$ cat config.mk
export PLATFORM = sky130hd
export DESIGN_NAME = text_console_ctrl
export DESIGN_NICKNAME = d
export VERILOG_FILES = /design/src/rtl/text_console_ctrl.sv
export SDC_FILE = /design/constraint.sdc
export NUM_CORES = 1
export LEC_CHECK = 0
export ABC_AREA = 1
export CORE_UTILIZATION = 45
export CTS_CLUSTER_SIZE = 16
export DETAILED_ROUTE_END_ITERATION = 12
export GPL_TIMING_DRIVEN = 0
export PLACE_DENSITY = 0.63
export SLEW_MARGIN = 20
export SYNTH_ARGS = -nofsm -noshare
export SYNTH_HDL_FRONTEND = slang
export SYNTH_SLANG_ARGS = --single-unit
export TNS_END_PERCENT = 10
$ cat constraint.sdc
create_clock -name cpu_clk -period 5.7 [get_ports cpu_clk]
set_clock_uncertainty 0.05 [all_clocks]
set_input_delay 0.855 -clock cpu_clk [delete_from_list [all_inputs] [get_ports cpu_clk]]
set_output_delay 0.855 -clock cpu_clk [all_outputs]
set_load 0.02 [all_outputs]
$ cat src/rtl/text_console_ctrl.sv
`default_nettype none
// ============================================================================
// Module   : text_console_ctrl
// Brief    : Terminal-style byte interpreter writing characters, colours,
//            scroll and clear sequences into a 4-plane text VRAM CPU port.
// Revision : 1.0
// ============================================================================
module text_console_ctrl #(
    parameter int COLS           = 80,
    parameter int ROWS           = 60,
    parameter int ADDR_WIDTH     = $clog2(COLS*ROWS*4),
    parameter int COL_W          = $clog2(COLS),
    parameter int ROW_W          = $clog2(ROWS),
    parameter bit CLEAR_ON_RESET = 1'b1
) (
    input  logic                  cpu_clk,
    input  logic                  rst_n,
    input  logic                  cmd_valid,
    output logic                  cmd_ready,
    input  logic [7:0]            cmd_data,
    input  logic [7:0]            fg_r,
    input  logic [7:0]            fg_g,
    input  logic [7:0]            fg_b,
    output logic                  vram_we,
    output logic [ADDR_WIDTH-1:0] vram_addr,
    output logic [7:0]            vram_wdata,
    input  logic [7:0]            vram_rdata,
    output logic [COL_W-1:0]      cursor_col,
    output logic [ROW_W-1:0]      cursor_row,
    output logic                  busy
);

    typedef enum logic [1:0] {
        S_IDLE   = 2'd0,
        S_PUT    = 2'd1,
        S_SCROLL = 2'd2,
        S_CLEAR  = 2'd3
    } state_t;

    localparam state_t                c_RESET_STATE = CLEAR_ON_RESET ? S_CLEAR : S_IDLE;
    localparam logic [ADDR_WIDTH-1:0] c_N           = ADDR_WIDTH'(COLS*ROWS);
    localparam logic [ADDR_WIDTH-1:0] c_N_M1        = ADDR_WIDTH'(COLS*ROWS-1);
    localparam logic [ADDR_WIDTH-1:0] c_COLS_A      = ADDR_WIDTH'(COLS);
    localparam logic [ADDR_WIDTH-1:0] c_COPY_LAST   = ADDR_WIDTH'(COLS*(ROWS-1)-1);
    localparam logic [ADDR_WIDTH-1:0] c_LROW_BASE   = ADDR_WIDTH'(COLS*(ROWS-1));
    localparam logic [ADDR_WIDTH-1:0] c_FILL_LAST   = ADDR_WIDTH'(COLS-1);
    localparam logic [ADDR_WIDTH-1:0] c_LAST_ADDR   = ADDR_WIDTH'(4*COLS*ROWS-1);
    localparam logic [ADDR_WIDTH-1:0] c_ONE_A       = ADDR_WIDTH'(1);
    localparam logic [COL_W-1:0]      c_LAST_COL    = COL_W'(COLS-1);
    localparam logic [COL_W-1:0]      c_ONE_C       = COL_W'(1);
    localparam logic [ROW_W-1:0]      c_LAST_ROW    = ROW_W'(ROWS-1);
    localparam logic [ROW_W-1:0]      c_ONE_R       = ROW_W'(1);

    state_t                r_state;
    logic                  r_busy;
    logic                  r_we;
    logic                  r_pass;
    logic [ADDR_WIDTH-1:0] r_addr;
    logic [7:0]            r_wdata;
    logic [COL_W-1:0]      r_col;
    logic [ROW_W-1:0]      r_row;
    logic [7:0]            r_fg_r;
    logic [7:0]            r_fg_g;
    logic [7:0]            r_fg_b;
    logic [1:0]            r_plane;
    logic [ADDR_WIDTH-1:0] r_base;
    logic [ADDR_WIDTH-1:0] r_idx;
    logic                  r_rd;
    logic                  r_fill;
    logic [ADDR_WIDTH-1:0] w_idx;

    assign w_idx = ADDR_WIDTH'(r_row) * c_COLS_A + ADDR_WIDTH'(r_col);

    always_ff @(posedge cpu_clk or negedge rst_n) begin
        if (!rst_n) begin
            r_state <= c_RESET_STATE;
            r_busy  <= CLEAR_ON_RESET;
            r_we    <= 1'b0;
            r_pass  <= 1'b0;
            r_addr  <= '0;
            r_wdata <= 8'h00;
            r_col   <= '0;
            r_row   <= '0;
            r_fg_r  <= 8'h00;
            r_fg_g  <= 8'h00;
            r_fg_b  <= 8'h00;
            r_plane <= 2'd0;
            r_base  <= '0;
            r_idx   <= '0;
            r_rd    <= 1'b0;
            r_fill  <= 1'b0;
        end else begin
            case (r_state)
                S_IDLE: begin
                    r_we   <= 1'b0;
                    r_pass <= 1'b0;
                    if (cmd_valid) begin
                        r_fg_r <= fg_r;
                        r_fg_g <= fg_g;
                        r_fg_b <= fg_b;
                        if (cmd_data >= 8'h20 && cmd_data <= 8'h7E) begin
                            r_state <= S_PUT;
                            r_busy  <= 1'b1;
                            r_we    <= 1'b1;
                            r_addr  <= w_idx;
                            r_wdata <= cmd_data;
                            r_plane <= 2'd0;
                        end else begin
                            case (cmd_data)
                                8'h0A: begin
                                    r_col <= '0;
                                    if (r_row != c_LAST_ROW) begin
                                        r_row <= r_row + c_ONE_R;
                                    end else begin
                                        r_state <= S_SCROLL;
                                        r_busy  <= 1'b1;
                                        r_plane <= 2'd0;
                                        r_base  <= '0;
                                        r_idx   <= '0;
                                        r_rd    <= 1'b1;
                                        r_fill  <= 1'b0;
                                        r_addr  <= c_COLS_A;
                                    end
                                end
                                8'h0D: r_col <= '0;
                                8'h08: begin
                                    if (r_col != '0) r_col <= r_col - c_ONE_C;
                                end
                                8'h0C: begin
                                    r_col   <= '0;
                                    r_row   <= '0;
                                    r_state <= S_CLEAR;
                                    r_busy  <= 1'b1;
                                    r_we    <= 1'b1;
                                    r_addr  <= '0;
                                    r_wdata <= 8'h20;
                                end
                                default: ;
                            endcase
                        end
                    end
                end

                // r_plane is the plane currently on the bus; colours follow the character.
                S_PUT: begin
                    if (r_plane != 2'd3) begin
                        r_plane <= r_plane + 2'd1;
                        r_addr  <= r_addr + c_N;
                        case (r_plane)
                            2'd0:    r_wdata <= r_fg_r;
                            2'd1:    r_wdata <= r_fg_g;
                            default: r_wdata <= r_fg_b;
                        endcase
                    end else begin
                        r_we <= 1'b0;
                        if (r_col != c_LAST_COL) begin
                            r_col   <= r_col + c_ONE_C;
                            r_state <= S_IDLE;
                            r_busy  <= 1'b0;
                        end else begin
                            r_col <= '0;
                            if (r_row != c_LAST_ROW) begin
                                r_row   <= r_row + c_ONE_R;
                                r_state <= S_IDLE;
                                r_busy  <= 1'b0;
                            end else begin
                                r_state <= S_SCROLL;
                                r_plane <= 2'd0;
                                r_base  <= '0;
                                r_idx   <= '0;
                                r_rd    <= 1'b1;
                                r_fill  <= 1'b0;
                                r_addr  <= c_COLS_A;
                            end
                        end
                    end
                end

                // Copy words alternate read/write; the write cycle forwards vram_rdata.
                S_SCROLL: begin
                    if (!r_fill) begin
                        if (r_rd) begin
                            r_rd   <= 1'b0;
                            r_we   <= 1'b1;
                            r_pass <= 1'b1;
                            r_addr <= r_base + r_idx;
                        end else begin
                            r_pass <= 1'b0;
                            r_we   <= 1'b0;
                            r_rd   <= 1'b1;
                            if (r_idx == c_COPY_LAST) begin
                                r_idx <= '0;
                                if (r_plane == 2'd3) begin
                                    r_fill  <= 1'b1;
                                    r_rd    <= 1'b0;
                                    r_plane <= 2'd0;
                                    r_base  <= '0;
                                    r_we    <= 1'b1;
                                    r_addr  <= c_LROW_BASE;
                                    r_wdata <= 8'h20;
                                end else begin
                                    r_plane <= r_plane + 2'd1;
                                    r_base  <= r_base + c_N;
                                    r_addr  <= r_base + c_N + c_COLS_A;
                                end
                            end else begin
                                r_idx  <= r_idx + c_ONE_A;
                                r_addr <= r_base + r_idx + c_COLS_A + c_ONE_A;
                            end
                        end
                    end else begin
                        if (r_idx == c_FILL_LAST) begin
                            r_idx <= '0;
                            if (r_plane == 2'd3) begin
                                r_we    <= 1'b0;
                                r_fill  <= 1'b0;
                                r_state <= S_IDLE;
                                r_busy  <= 1'b0;
                            end else begin
                                r_plane <= r_plane + 2'd1;
                                r_base  <= r_base + c_N;
                                r_addr  <= r_base + c_N + c_LROW_BASE;
                                r_wdata <= 8'h00;
                            end
                        end else begin
                            r_idx  <= r_idx + c_ONE_A;
                            r_addr <= r_base + c_LROW_BASE + r_idx + c_ONE_A;
                        end
                    end
                end

                // Entry from reset arrives with we low, so the first edge launches address 0.
                S_CLEAR: begin
                    if (!r_we) begin
                        r_we    <= 1'b1;
                        r_addr  <= '0;
                        r_wdata <= 8'h20;
                    end else if (r_addr == c_LAST_ADDR) begin
                        r_we    <= 1'b0;
                        r_state <= S_IDLE;
                        r_busy  <= 1'b0;
                    end else begin
                        r_addr  <= r_addr + c_ONE_A;
                        r_wdata <= (r_addr < c_N_M1) ? 8'h20 : 8'h00;
                    end
                end

                default: begin
                    r_state <= S_IDLE;
                    r_busy  <= 1'b0;
                    r_we    <= 1'b0;
                end
            endcase
        end
    end

    assign cmd_ready  = (r_state == S_IDLE);
    assign vram_we    = r_we;
    assign vram_addr  = r_addr;
    assign vram_wdata = r_pass ? vram_rdata : r_wdata;
    assign cursor_col = r_col;
    assign cursor_row = r_row;
    assign busy       = r_busy;

endmodule
`default_nettype wire
==> qor.txt <==
Post-synthesis compound-gate area fraction -> 0.184
Outcome -> finished, final reports clean
Register area -> 0.00233 mm^2
Initial Util -> 0.466
Vias in the first global route -> 8943
Synth area leader -> dfrtp_1
Kind of critical path -> flip-flop to flip-flop
Setup bufs post-CTS -> 0
Most used cell, CP -> a21oi_1
Initial DRC Count -> 641
Post-DP HPWL -> 23.5 mm
DRC -> 0
Root Buffer Master -> clkbuf_16
Internal power -> 0.00105 W
Sequential Power Share -> 0.465
Synth async-reset ratio -> 1.00
Crit path arrival time -> 3.37 ns
Total gr overflow -> 0
RSZ-0062 raised after global routing -> no
CTS tree -> built
Netlist Area Pre-Place -> 0.00920 mm^2
First-pass GRT wire length -> 47.4 mm
Power, Total -> 0.00142 W
Clk network pwr share -> 0.475
Setup crit end kind -> flip-flop
Multiplexer share of the synthesized area -> 0.0245
Latest clock arrival within the worst-skew pair -> 0.37 ns
Final Hold Fails -> 0
Met3 Resource Use GR -> 0.0396
Top-area cell type share of the netlist area -> 0.245
Post-DR wirelength/cell -> 16.9 um
CP Max Fanout -> 7
Static Leakage -> 5.26 nW
Worst path buffer plus inverter count -> 2
Simple-Gate Fraction of Synth Area -> 0.315
P&R area growth vs syn -> 16.4%
Final instance area -> 0.0107 mm^2
Largest family of logic cells by synthesized area -> simple AND/OR/NAND/NOR gates
Share of cells above drive strength 1 -> 0.0843
Die footprint -> 0.0210 mm^2
Hold WS -> 0.299 ns
Fin Setup TNS -> 0 ns
Cell Chain, Critical Path -> inv_1 > ha_1 > inv_1 > ha_1 > a21oi_1 > o21bai_1 > a21oi_1 > a21oi_1 > o21ai_0 > nand3_1 > nand2_1 > o21ai_0
Synth Flop Type -> dfrtp_1
Delay-heaviest family, CP -> compound AO/OA/AOI/OAI gates
Top-count cell post-synth -> nand2_1
Via Count -> 9537
Adder-cell share of the synthesized area -> 0.0982
RR Endpoint -> vram_addr[9]$_DFFE_PN0P_
Worst Path Required -> 5.89 ns
Num CTS Buffers -> 9
Cts hold-fix bufs -> 0
# nets final -> 1565
Diode count -> 0
Synth cell count leaders -> nand2_1, inv_1, nor2_1
R2R Setup Slk -> 2.51 ns
Port Buf Inserts -> 81
Fmax -> 0.314 GHz
Met2 Usage GRT -> 0.432
Row count -> 51
Part of the cycle the worst path needs -> 0.559
Clk buf depth -> 2
Final Util -> 0.543
Fill cells -> 1976
Antenna viol nets, final -> 0
Post-CTS sizing -> 0
Pwr dens -> 132 mW/mm^2
Tmin final -> 3.19 ns
Clock sink count -> 93
Post-synthesis cell type count -> 74
Final slew viol count -> 0
Global route hottest layer -> met2
Yosys warns -> 0
Syn avg cell area -> 6.79 um^2
Initial antenna violation count -> 0
Global placer's final weighted congestion -> 0.928
Post-synth EDFFs -> 0
CP peak stage delay -> 0.61 ns
Hold Crit Class -> input port to async pin
Worst slew pin tran -> 1.10 ns
Pin count of the biggest net entering global routing -> 71
Seq/Total Area, Yosys -> 0.253
DP Area -> 0.0104 mm^2
Clk slew on worst S/H paths -> 0.08 ns
Number of synthesized register bits -> 93
Xor/xnor share of the synthesized area -> 0.0275
Die Y -> 145 um
R2r startpoint -> r_base[6]$_DFFE_PN0P_
Core outline area -> 0.0197 mm^2
DRT Pass-1 Iters -> 5
Vias per Instance -> 5.53
Total I/O pin count -> 82
DRT Wirelength -> 29.2 mm
Worst reg-to-reg path cell count -> 12
Die width -> 145 um
Gate power share -> 0.060
Max-slew headroom -> 0.262
H-tree depth -> 3
Final setup viols -> 0
Top cells by area, synth -> dfrtp_1, nand2_1, ha_1
Post-Synthesis Cells -> 1355
Max VDD drop -> 0.142 mV
Sw power -> 0.000368 W
Multi-input gate area -> 0.00600 mm^2
GRT Overall Usage -> 0.284
Critical path's slowest cell -> dfrtp_1
Startpoint types -> flip-flop
Max_cap viols -> 0
Grt met1 use -> 0.419
Switching share of power -> 0.259
placed cells by master, fill, tap and decap left out, types with 4 or more instances in the layout:
master	Yosys	final
o22ai_1	17	17
a32oi_1	5	5
nand3_2	6	6
clkbuf_1	14	14
o21ai_0	78	78
o21ai_1	19	19
a22o_1	4	4
nand2_2	10	10
nor4_1	4	4
xnor2_1	8	8
nand3_1	98	98
nor2_2	12	12
xor2_1	19	19
buf_2	7	7
clkbuf_16	0	9
mux2_2	20	20
conb_1	2	8
ha_1	61	61
nor2_1	127	127
o2111ai_1	4	4
o211ai_1	14	14
a211oi_1	5	5
clkdlybuf4s50_1	0	80
a31oi_1	12	12
inv_1	183	183
o21bai_1	4	4
nor3_1	26	26
nand2_1	308	308
a21oi_1	93	93
dfrtp_1	90	90
inv_2	13	13
nand4_1	21	21
fa_1	7	7
per-layer routing:
layer / wire length (um) / up-vias
met5: 0 / -
met4: 404 / 0
met3: 2090 / 27
met2: 12600 / 334
met1: 14000 / 4441
li1: - / 4735
worst reg2reg max path, cell delays in order (launching register included):
cell      delay [ns]
dfrtp_1         0.61
inv_1           0.25
ha_1            0.42
inv_1           0.08
ha_1            0.34
a21oi_1         0.21
o21bai_1        0.12
a21oi_1         0.23
a21oi_1         0.13
o21ai_0         0.25
nand3_1         0.20
nand2_1         0.09
o21ai_0         0.08
power by group through the flow:
stage / combinational, W / clock, W / sequential [W]
floorplan: 0.0000285 / 0 / 0.000672
global placement: 0.0000822 / 0 / 0.000673
detailed placement: 0.0000850 / 0 / 0.000672
CTS: 0.0000853 / 0.000685 / 0.000659
global route: 0.0000949 / 0.000715 / 0.000659
finish: 0.0000857 / 0.000673 / 0.000659
logic make-up after synthesis:
logic type | count (synthesis)
adders and majority gates | 68
DFF | 93
AOI/OAI and AO/OA | 281
buffers and inverters | 226
and+or+nand+nor | 637
other | 2
muxes | 20
xor gates and xnor gates | 28
state kept, by name, indices dropped and copies added, names as in the netlist:
register / flops
r_state: 2
r_pass: 1
r_base: 9
cursor_row: 6
cursor_col: 7
r_wdata: 8
r_fg_b: 8
vram_we: 1
r_plane: 2
r_fill: 1
r_idx: 15
r_fg_g: 8
r_fg_r: 8
r_rd: 1
busy: 1
vram_addr: 15
worst max path at each step:
stage                                    from                         to  slack, ns  cells past startpoint
floorplan           cursor_row[1]$_DFFE_PN0P_  vram_addr[12]$_DFFE_PN0P_       3.23                     12
global route             r_idx[0]$_DFFE_PN0P_   vram_addr[7]$_DFFE_PN0P_       2.30                     15
CTS                     r_base[6]$_DFFE_PN0P_   vram_addr[9]$_DFFE_PN0P_       2.55                     13
detailed placement                cmd_data[2]     r_base[14]$_DFFE_PN0P_       2.31                     14
finish                  r_base[6]$_DFFE_PN0P_   vram_addr[9]$_DFFE_PN0P_       2.51                     12
global placement                        rst_n  cursor_row[5]$_DFFE_PN0P_      -0.12                      1
layout make-up:
cell class	instances	area share
plain buffers	26	0.0120
well taps	265	0.0310
clock buffers	9	0.0210
inverters	200	0.0711
repair buffers	82	0.0784
clock inverters	7	0.00853
multi-input cells	1042	0.560
flip-flops and latches	93	0.218
per-stage QoR:
stage                     setup slack, ns  std cells
after detailed placement             2.31       1708
after global placement             -0.123       1707
after floorplan                      3.23       1361
after CTS                            2.55       1724
after global routing                 2.30       1724
final                                2.51       1724
(Power assumes the default switching activity.)
